--- config.mk ---
export PLATFORM = sky130hd
export DESIGN_NAME = multicycle_ctrl
export DESIGN_NICKNAME = d
export VERILOG_FILES = /design/src/rtl/multicycle_ctrl_pkg.sv /design/src/rtl/multicycle_ctrl_imm_src_dec.sv /design/src/rtl/multicycle_ctrl.sv
export SDC_FILE = /design/constraint.sdc
export NUM_CORES = 1
export LEC_CHECK = 0
export ABC_AREA = 1
export CELL_PAD_IN_SITES_DETAIL_PLACEMENT = 0
export CELL_PAD_IN_SITES_GLOBAL_PLACEMENT = 1
export CORE_MARGIN = 4
export CORE_UTILIZATION = 28
export DETAILED_ROUTE_END_ITERATION = 12
export GPL_TIMING_DRIVEN = 1
export PLACE_DENSITY_LB_ADDON = 0.08
export SYNTH_ARGS = -nofsm -noshare
export SYNTH_HDL_FRONTEND = slang
export SYNTH_HIERARCHICAL = 1
export SYNTH_SLANG_ARGS = --single-unit
--- constraint.sdc ---
create_clock -name clk -period 2.3 [get_ports clk]
set_input_delay 0.69 -clock clk [delete_from_list [all_inputs] [get_ports clk]]
set_output_delay 0.69 -clock clk [all_outputs]
set_load 0.05 [all_outputs]
--- src/rtl/multicycle_ctrl_pkg.sv ---
// ============================================================================
// Module   : multicycle_ctrl_pkg
// Purpose  : Shared definitions for the multicycle RISC-V control unit:
//            FSM state codes, opcode constants, datapath mux encodings and
//            the immediate-format helper function.
// Ports    : none (package)
// Revision : 1.0 - initial release
// ============================================================================
`default_nettype none

package multicycle_ctrl_pkg;

  // FSM state codes
  typedef logic [3:0] state_t;
  localparam state_t S_FETCH    = 4'd0;
  localparam state_t S_DECODE   = 4'd1;
  localparam state_t S_MEMADR   = 4'd2;
  localparam state_t S_MEMREAD  = 4'd3;
  localparam state_t S_MEMWB    = 4'd4;
  localparam state_t S_MEMWRITE = 4'd5;
  localparam state_t S_EXECR    = 4'd6;
  localparam state_t S_EXECI    = 4'd7;
  localparam state_t S_ALUWB    = 4'd8;
  localparam state_t S_BEQ      = 4'd9;
  localparam state_t S_JAL      = 4'd10;
  localparam state_t S_JALR1    = 4'd11;
  localparam state_t S_JALR2    = 4'd12;
  localparam state_t S_LUI      = 4'd13;
  localparam state_t S_AUIPC    = 4'd14;
  localparam state_t S_TRAP     = 4'd15;

  // Opcodes
  localparam logic [6:0] OP_LOAD  = 7'b0000011;
  localparam logic [6:0] OP_STORE = 7'b0100011;
  localparam logic [6:0] OP_RTYPE = 7'b0110011;
  localparam logic [6:0] OP_ITYPE = 7'b0010011;
  localparam logic [6:0] OP_BEQ   = 7'b1100011;
  localparam logic [6:0] OP_JAL   = 7'b1101111;
  localparam logic [6:0] OP_JALR  = 7'b1100111;
  localparam logic [6:0] OP_LUI   = 7'b0110111;
  localparam logic [6:0] OP_AUIPC = 7'b0010111;

  // ALU A operand select
  localparam logic [1:0] ALUA_PC    = 2'b00;
  localparam logic [1:0] ALUA_OLDPC = 2'b01;
  localparam logic [1:0] ALUA_RS1   = 2'b10;
  localparam logic [1:0] ALUA_ZERO  = 2'b11;

  // ALU B operand select
  localparam logic [1:0] ALUB_RS2  = 2'b00;
  localparam logic [1:0] ALUB_IMM  = 2'b01;
  localparam logic [1:0] ALUB_FOUR = 2'b10;

  // ALU operation class
  localparam logic [1:0] ALUOP_ADD   = 2'b00;
  localparam logic [1:0] ALUOP_SUB   = 2'b01;
  localparam logic [1:0] ALUOP_FUNCT = 2'b10;

  // Result select
  localparam logic [1:0] RES_ALUOUT = 2'b00;
  localparam logic [1:0] RES_DATA   = 2'b01;
  localparam logic [1:0] RES_ALURES = 2'b10;

  // Immediate formats
  localparam logic [2:0] IMM_I = 3'b000;
  localparam logic [2:0] IMM_S = 3'b001;
  localparam logic [2:0] IMM_B = 3'b010;
  localparam logic [2:0] IMM_J = 3'b011;
  localparam logic [2:0] IMM_U = 3'b100;

  // Immediate format implied by the opcode; unknown opcodes fall back to I.
  function automatic logic [2:0] imm_src_of(input logic [6:0] op);
    logic [2:0] r;
    case (op)
      OP_STORE:          r = IMM_S;
      OP_BEQ:            r = IMM_B;
      OP_JAL:            r = IMM_J;
      OP_LUI, OP_AUIPC:  r = IMM_U;
      default:           r = IMM_I;
    endcase
    return r;
  endfunction

endpackage

`default_nettype wire

--- src/rtl/multicycle_ctrl_imm_src_dec.sv ---
// ============================================================================
// Module   : imm_src_dec
// Purpose  : Combinational opcode -> immediate-format decoder.
// Ports    : i_op      [6:0]  opcode field of the instruction register
//            o_imm_src [2:0]  immediate format select
// Revision : 1.0 - initial release
// ============================================================================
`default_nettype none

module imm_src_dec
  import multicycle_ctrl_pkg::*;
(
  input  logic [6:0] i_op,
  output logic [2:0] o_imm_src
);

  assign o_imm_src = imm_src_of(i_op);

endmodule

`default_nettype wire

--- src/rtl/multicycle_ctrl.sv ---
// ============================================================================
// Module   : multicycle_ctrl
// Purpose  : Moore-style main controller of a multicycle RV32 datapath.
//            Sequences fetch/decode/execute/memory/writeback states and
//            drives the datapath enables and mux selects.
// Ports    : clk, rst (async, active-high)
//            op[6:0], Zero, mem_ready            - status inputs
//            PCWrite, IRWrite, MemWrite, RegWrite,
//            AdrSrc, mem_req, instr_done, illegal - 1-bit controls
//            ALUSrcA, ALUSrcB, ALUOp, ResultSrc   - 2-bit selects
//            ImmSrc[2:0]                          - immediate format
// Revision : 1.0 - initial release
// ============================================================================
`default_nettype none

module multicycle_ctrl
  import multicycle_ctrl_pkg::*;
#(
  parameter int unsigned MEM_HANDSHAKE = 1,
  parameter int unsigned EN_UTYPE      = 1
) (
  input  logic       clk,
  input  logic       rst,
  input  logic [6:0] op,
  input  logic       Zero,
  input  logic       mem_ready,
  output logic       PCWrite,
  output logic       IRWrite,
  output logic       MemWrite,
  output logic       RegWrite,
  output logic       AdrSrc,
  output logic       mem_req,
  output logic       instr_done,
  output logic       illegal,
  output logic [1:0] ALUSrcA,
  output logic [1:0] ALUSrcB,
  output logic [1:0] ALUOp,
  output logic [1:0] ResultSrc,
  output logic [2:0] ImmSrc
);

  localparam bit C_HANDSHAKE = (MEM_HANDSHAKE != 0);
  localparam bit C_UTYPE     = (EN_UTYPE != 0);

  state_t r_state;
  state_t w_next;
  logic   w_done;

  logic w_pc_write, w_ir_write, w_mem_write, w_reg_write;
  logic w_mem_req, w_instr_done, w_illegal;

  // Memory access completes this cycle (always, when not handshaking).
  assign w_done = C_HANDSHAKE ? mem_ready : 1'b1;

  always_ff @(posedge clk or posedge rst) begin
    if (rst) r_state <= S_FETCH;
    else     r_state <= w_next;
  end

  always_comb begin
    w_next = r_state;
    case (r_state)
      S_FETCH:    if (w_done) w_next = S_DECODE;
      S_DECODE: begin
        case (op)
          OP_LOAD, OP_STORE: w_next = S_MEMADR;
          OP_RTYPE:          w_next = S_EXECR;
          OP_ITYPE:          w_next = S_EXECI;
          OP_BEQ:            w_next = S_BEQ;
          OP_JAL:            w_next = S_JAL;
          OP_JALR:           w_next = S_JALR1;
          OP_LUI:            w_next = C_UTYPE ? S_LUI   : S_TRAP;
          OP_AUIPC:          w_next = C_UTYPE ? S_AUIPC : S_TRAP;
          default:           w_next = S_TRAP;
        endcase
      end
      // IR still holds the instruction, so op picks load vs store here.
      S_MEMADR:   w_next = (op == OP_LOAD) ? S_MEMREAD : S_MEMWRITE;
      S_MEMREAD:  if (w_done) w_next = S_MEMWB;
      S_MEMWRITE: if (w_done) w_next = S_FETCH;
      S_MEMWB:    w_next = S_FETCH;
      S_EXECR:    w_next = S_ALUWB;
      S_EXECI:    w_next = S_ALUWB;
      S_ALUWB:    w_next = S_FETCH;
      S_BEQ:      w_next = S_FETCH;
      S_JAL:      w_next = S_ALUWB;
      S_JALR1:    w_next = S_JALR2;
      S_JALR2:    w_next = S_ALUWB;
      S_LUI:      w_next = S_ALUWB;
      S_AUIPC:    w_next = S_ALUWB;
      S_TRAP:     w_next = S_TRAP;
      default:    w_next = S_FETCH;
    endcase
  end

  always_comb begin
    w_pc_write   = 1'b0;
    w_ir_write   = 1'b0;
    w_mem_write  = 1'b0;
    w_reg_write  = 1'b0;
    w_mem_req    = 1'b0;
    w_instr_done = 1'b0;
    w_illegal    = 1'b0;
    AdrSrc       = 1'b0;
    ALUSrcA      = ALUA_PC;
    ALUSrcB      = ALUB_RS2;
    ALUOp        = ALUOP_ADD;
    ResultSrc    = RES_ALUOUT;
    case (r_state)
      S_FETCH: begin
        w_mem_req  = 1'b1;
        ALUSrcB    = ALUB_FOUR;
        ResultSrc  = RES_ALURES;
        w_ir_write = w_done;
        w_pc_write = w_done;
      end
      S_DECODE: begin
        ALUSrcA = ALUA_OLDPC;
        ALUSrcB = ALUB_IMM;
      end
      S_MEMADR: begin
        ALUSrcA = ALUA_RS1;
        ALUSrcB = ALUB_IMM;
      end
      S_MEMREAD: begin
        AdrSrc    = 1'b1;
        w_mem_req = 1'b1;
      end
      S_MEMWRITE: begin
        AdrSrc       = 1'b1;
        w_mem_req    = 1'b1;
        w_mem_write  = 1'b1;
        w_instr_done = w_done;
      end
      S_MEMWB: begin
        ResultSrc    = RES_DATA;
        w_reg_write  = 1'b1;
        w_instr_done = 1'b1;
      end
      S_EXECR: begin
        ALUSrcA = ALUA_RS1;
        ALUOp   = ALUOP_FUNCT;
      end
      S_EXECI: begin
        ALUSrcA = ALUA_RS1;
        ALUSrcB = ALUB_IMM;
        ALUOp   = ALUOP_FUNCT;
      end
      S_ALUWB: begin
        w_reg_write  = 1'b1;
        w_instr_done = 1'b1;
      end
      S_BEQ: begin
        ALUSrcA      = ALUA_RS1;
        ALUOp        = ALUOP_SUB;
        w_pc_write   = Zero;
        w_instr_done = 1'b1;
      end
      S_JAL, S_JALR2: begin
        ALUSrcA    = ALUA_OLDPC;
        ALUSrcB    = ALUB_FOUR;
        w_pc_write = 1'b1;
      end
      S_JALR1: begin
        ALUSrcA = ALUA_RS1;
        ALUSrcB = ALUB_IMM;
      end
      S_LUI: begin
        ALUSrcA = ALUA_ZERO;
        ALUSrcB = ALUB_IMM;
      end
      S_AUIPC: begin
        ALUSrcA = ALUA_OLDPC;
        ALUSrcB = ALUB_IMM;
      end
      S_TRAP:  w_illegal = 1'b1;
      default: ;
    endcase
  end

  // Reset must silence every side effect immediately, not at the next edge.
  assign PCWrite    = w_pc_write   & ~rst;
  assign IRWrite    = w_ir_write   & ~rst;
  assign MemWrite   = w_mem_write  & ~rst;
  assign RegWrite   = w_reg_write  & ~rst;
  assign mem_req    = w_mem_req    & ~rst;
  assign instr_done = w_instr_done & ~rst;
  assign illegal    = w_illegal    & ~rst;

  imm_src_dec u_imm_src_dec (
    .i_op      (op),
    .o_imm_src (ImmSrc)
  );

endmodule

`default_nettype wire

==> flow_metrics.py, run 1 <==
metrics = {
    "layout": {
        "largest_reg_flops": 4,
        "utilization": 0.6042,
        "area_delta_synth_final_pct": 99.82,
        "drive_above_1_share": 0.4237,
        "n_antenna_cell": 0,
        "reg_top3": "r_state: 4 flops",
        "fin_area_sq_mm": 0.001375,
        "regMostFlops": "r_state",
        "num-nets-final": 190,
    },
    "die": {
        "coreArea_sq_mm": 0.002276,
        "die_h_um": 57.58,
        "die_area_sq_mm": 0.003315,
        "die_w_um": 57.58,
        "rows": 17,
        "start_util": 0.3024,
        "ios": 30,
    },
    "pwr": {
        "vdd_drop_max_mv": 0.9792,
        "leakage_nw": 0.6670,
        "power.density_mw_per_mm2": 1281,
    },
    "setup_path": {
        "path_cells": "clkdlybuf4s50_1 -> nand2_2 -> a31oi_4 -> buf_12",
        "slowest_delay_ps": 470,
        "path_buf_inv": 2,
        "cp.arrival_ps": 1580,
        "start_kind": "primary input",
        "worst_setup_path_end_kind": "output pin",
        "cp.required_ps": 1610,
        "path_class": "in2out",
        "critPathTopFamily": "buffers and inverters",
        "critical-path-slowest-cell": "clkdlybuf4s50_1",
        "crit_fanout": 1,
    },
    "drt": {
        "vias": 904,
        "wl_um": 2116,
        "drc": 0,
        "drt_pass1_iterations": 4,
        "wire_per_inst_um": 10.32,
        "viasPerCell": 4.410,
        "first_iter_violations": 19,
        "ant_nets": 0,
    },
    "synth": {
        "synth_cell_types": 20,
        "ys_seq_area_frac": 0.1455,
        "syn-num-nets": 144,
        "ys_top_cells_by_count": "42 x nand2_1, 24 x nor2_1, 17 x inv_1",
        "syn_inst": 133,
        "ys_top_cells_by_area": "nand2_1 23%, dfrtp_1 15%, nor2_1 13%",
        "yosys.cell_count.top_type": "nand2_1",
        "synth_area_per_cell_sq_um": 5.174,
        "ys_seq_elements": 4,
        "synth_top_area_share": 0.2291,
        "syn_area_sq_um": 688.2,
        "synth_edf_count": 0,
        "yosysWarnings": 6,
        "synthFlopType": "dfrtp_1",
        "yosysTopAreaCell": "nand2_1",
        "async_flop_share": 1.000,
    },
    "global_route": {
        "gr-total-overflow": 0,
        "grt_util_all_layers": 0.1289,
        "first_global_vias": 827,
        "grt_pass1_wl_um": 3498,
        "antenna_found_initial": 0,
        "grt_max_degree": 8,
    },
    "timing": {
        "hold_viol": 0,
        "period_needed_ps": 2269,
        "slew_headroom": 0.8153,
        "fin_crit_sh": 0.9867,
        "holdWs_ps": 687.5,
        "rsz0062_at_grt": "no",
        "skew_ps": 0.3702,
        "setup_viol": 0,
        "max_slew.worst_pin.slew_ps": 274.2,
        "setup_ws_ps": 30.57,
        "max_freq_mhz": 440.6,
        "drv_slew": 0,
        "fin_setup_tns_ps": 0,
    },
    "clock_tree": {
        "clk_path_buf_depth": 2,
        "cts_tree": "done",
        "cts_made_buffers": 3,
        "post_cts_buffers": 0,
        "cts.sinks": 4,
        "cts-root-buf": "clkbuf_4",
        "clock_latency_ps": 230,
        "htreeDepth": 1,
        "clkTransAtPathRegs_ps": 40,
    },
    "status": {
        "status": "completed",
    },
    "hold_path": {
        "hp-class": "in2async",
    },
    "placed_design": {
        "pre_cts_ws_ps": -157.3,
        "place_area_sq_mm": 0.001309,
        "hpwl_um": 1858,
        "place.gp.congestion": 0.8516,
        "io_buffers": 29,
    },
    "job": {
        "drv_cap": 0,
    },
}
[per-layer routing]
layer	part of all wire	vias up	global-route usage
li1	-	508	-
met1	0.50	379	0.1866
met2	0.45	17	0.2097
met3	0.049	0	0.01131
met4	0	0	0.01987
met5	0	-	0
[report_power, final]
group	switching, mW	internal [mW]	total [mW]
Sequential	0.0696	0.106	0.175
Combinational	0.879	0.619	1.50
Clock	0.0291	0.0584	0.0875
[cell type report]
class / instances / area, sq um
flip-flops and latches: 4 / 102.6
inverters: 24 / 90.09
fillers: 205 / 900.9
multi-input cells: 105 / 578.1
clock buffers: 3 / 22.52
repair buffers: 41 / 546.8
well taps: 28 / 35.03
[path summary, 6_finish.rpt]
kind,start,slack (ps),cells after the start,endpoint
min in group clk,r_state[1],710,3,r_state[2]
min,rst,690,3,r_state[2]
max,Zero,30,4,PCWrite
max reg2reg,r_state[3],1020,7,r_state[2]
min reg2reg,r_state[1],710,3,r_state[2]
max in group asynchronous,rst,1500,3,r_state[1]
[cell families (layout without fill, tap and decap cells)]
family	Yosys count	after routing	synth area share
compound gates	15	15	0.1327
buf+inv	24	68	0.1309
flops	4	4	0.1455
mux	1	1	0.01636
simple gates	89	89	0.5745
[cell usage in the layout (no fill, tap or decap), drive strengths merged, types with 3 or more instances in the layout]
master / count
buf: 31
inv: 24
a21oi: 7
nand3: 8
dfrtp: 4
dlygate4sd2: 9
clkbuf: 3
nand2: 44
o21ai: 4
nor2: 32
[timing repair]
action / CTS / global route
hold buffers: 0 / 0
endpoints found under the setup margin: 11 / 5
cloned: 0 / 0
pin swaps: 5 / 3
resized for setup: 21 / 7
[worst register-to-register path: cells and delay by family, from the launching register on]
family | cells | cell delay, ps
buf+inv | 1 | 160
flops | 1 | 470
simple gates | 6 | 540
[metrics by stage]
| stage | total power [mW] | std cells |
|---|---|---|
| global route | 1.850 | 205 |
| global placement | 1.624 | 202 |
| finish | 1.761 | 205 |
| CTS | 1.746 | 205 |
| detailed placement | 1.623 | 202 |
| floorplan | 0.9979 | 133 |
No activity file was read; power rests on OpenSTA's default activity.
==> run 2: changes to the inputs <==
CORE_UTILIZATION = 26   (was 28)
clock period = 2.2 ns   (was 2.3 ns; I/O delays follow)
==> run 2 against run 1 <==
Effect of this change:
- die area increased by 6.6%
- via count increased by 7.0%
- final cell count increased by 3.9%
- critical path depth increased by 2
- clock skew increased by 8.7 ps
- final area increased by 8.4%
==> flow_metrics.py, run 2 (same netlist as run 1, synthesis figures left out) <==
metrics = {
    "timing": {
        "fin_crit_sh": 0.9830,
        "drv_slew": 0,
        "period_needed_ps": 2163,
        "max_slew.worst_pin.slew_ps": 276.2,
        "rsz0062_at_grt": "yes",
        "slew_headroom": 0.8151,
        "skew_ps": 9.110,
        "setup_viol": 0,
        "fin_setup_tns_ps": 0,
        "hold_viol": 0,
        "max_freq_mhz": 462.4,
    },
    "placed_design": {
        "place_area_sq_mm": 0.001311,
        "place_inst": 204,
        "place.gp.congestion": 0.8206,
        "io_buffers": 29,
        "hpwl_um": 1891,
    },
    "global_route": {
        "grt_util_all_layers": 0.1326,
        "antenna_found_initial": 0,
        "first_global_vias": 865,
        "grt_max_degree": 6,
        "gr-total-overflow": 0,
        "grt_pass1_wl_um": 3650,
    },
    "pwr": {
        "p_total_mw": 2.034,
        "vdd_drop_max_mv": 1.236,
        "leakage_nw": 0.7118,
        "power.density_mw_per_mm2": 1365,
    },
    "clock_tree": {
        "clkTransAtPathRegs_ps": 40,
        "cts_hold_buffers": 0,
        "cts_made_buffers": 3,
        "clk_path_buf_depth": 2,
        "clock_latency_ps": 240,
        "cts.sinks": 4,
        "cts_tree": "done",
        "cts-root-buf": "clkbuf_4",
        "htreeDepth": 1,
    },
    "layout": {
        "fin_area_sq_mm": 0.001490,
        "n_antenna_cell": 0,
        "largest_reg_flops": 4,
        "final_common_cell": "nand2_1",
        "fin_cells": 213,
        "multiInputGateArea_sq_um": 635.6,
        "fill_cells": 225,
        "drive_above_1_share": 0.4973,
        "area_delta_synth_final_pct": 116.5,
        "reg_top3": "r_state: 4 flops",
        "num-nets-final": 196,
        "final_cell_mix": "32 x nand2_1, 18 x buf_12, 17 x nor2_1, 17 x buf_4, 13 x inv_1",
        "register_area_sq_um": 105.1,
        "regMostFlops": "r_state",
    },
    "die": {
        "die_w_um": 59.45,
        "start_util": 0.2753,
        "rows": 18,
        "die_h_um": 59.45,
        "coreArea_sq_mm": 0.002500,
        "ios": 30,
        "die_area_sq_mm": 0.003534,
    },
    "drt": {
        "drc": 0,
        "vias": 967,
        "wl_um": 2397,
        "drt_pass1_iterations": 4,
        "wire_per_inst_um": 11.25,
        "ant_nets": 0,
        "first_iter_violations": 27,
        "viasPerCell": 4.540,
    },
    "setup_path": {
        "ff2ff_path_depth": 7,
        "start_kind": "flip-flop",
        "r2r-start": "r_state[3]",
        "r2r_end": "r_state[0]",
        "cp.required_ps": 1540,
        "crit_fanout": 4,
        "cp.arrival_ps": 1500,
        "worst_setup_path_end_kind": "output pin",
        "r2r_slack_ps": 860,
        "path_class": "reg2out",
    },
    "job": {
        "drv_cap": 0,
    },
    "hold_path": {
        "hp-class": "in2async",
    },
    "status": {
        "status": "completed",
    },
}
[run 2: routing by layer]
metal | vias to the layer above | GRT usage | part of all wire
met2 | 21 | 0.2153 | 0.49
met5 | - | 0 | 0
met1 | 425 | 0.1890 | 0.46
met3 | 0 | 0.01743 | 0.050
met4 | 0 | 0.01942 | 0
li1 | 521 | - | -
[run 2: repair_timing]
item | CTS | global route
resized for setup | 28 | 25
endpoints found under the setup margin | 13 | 10
cloned | 0 | 0
buffers inserted | 3 | 3
pin swaps | 6 | 10
[run 2: cell type report]
type | instances | area share
clock buffer | 3 | 0.01511
inverter | 24 | 0.06381
multi-input combinational | 105 | 0.4265
sequential | 4 | 0.07053
tap | 30 | 0.02519
timing repair buffer | 47 | 0.3988
[run 2: where the power goes]
part           switching [mW]  internal [mW]  total (mW)  leakage, nW
sequential             0.0709          0.114       0.185       0.0454
clock                  0.0309         0.0611      0.0920       0.0138
combinational            1.01          0.751        1.76        0.653
total                    1.11          0.927        2.03        0.712
[run 2: worst max-delay path, stage by stage, from the launching register on]
cell	delay (ps)
dfrtp_2	460
nor2_4	170
nand2_2	100
inv_2	100
nand2_2	80
a31oi_4	210
buf_12	160
[run 2: worst max path at each step]
stage / from / endpoint / slack [ps]
global placement: rst / instr_done / -180
CTS: r_state[3] / ALUSrcA[0] / -2
global route: r_state[1] / instr_done / -30
floorplan: r_state[1] / PCWrite / -140
finish: r_state[2] / PCWrite / 40
detailed placement: rst / instr_done / -220
[run 2: metrics by stage]
stage                     hold WS (ps)  utilization  worst slack [ps]
after global placement           714.7       0.5245            -184.4
after global routing             576.3       0.5961            -30.43
after detailed placement         706.8       0.5245            -218.1
final                            536.6       0.5961             37.35
after floorplan                  440.2            -            -143.3
after CTS                        648.3       0.5591            -1.972
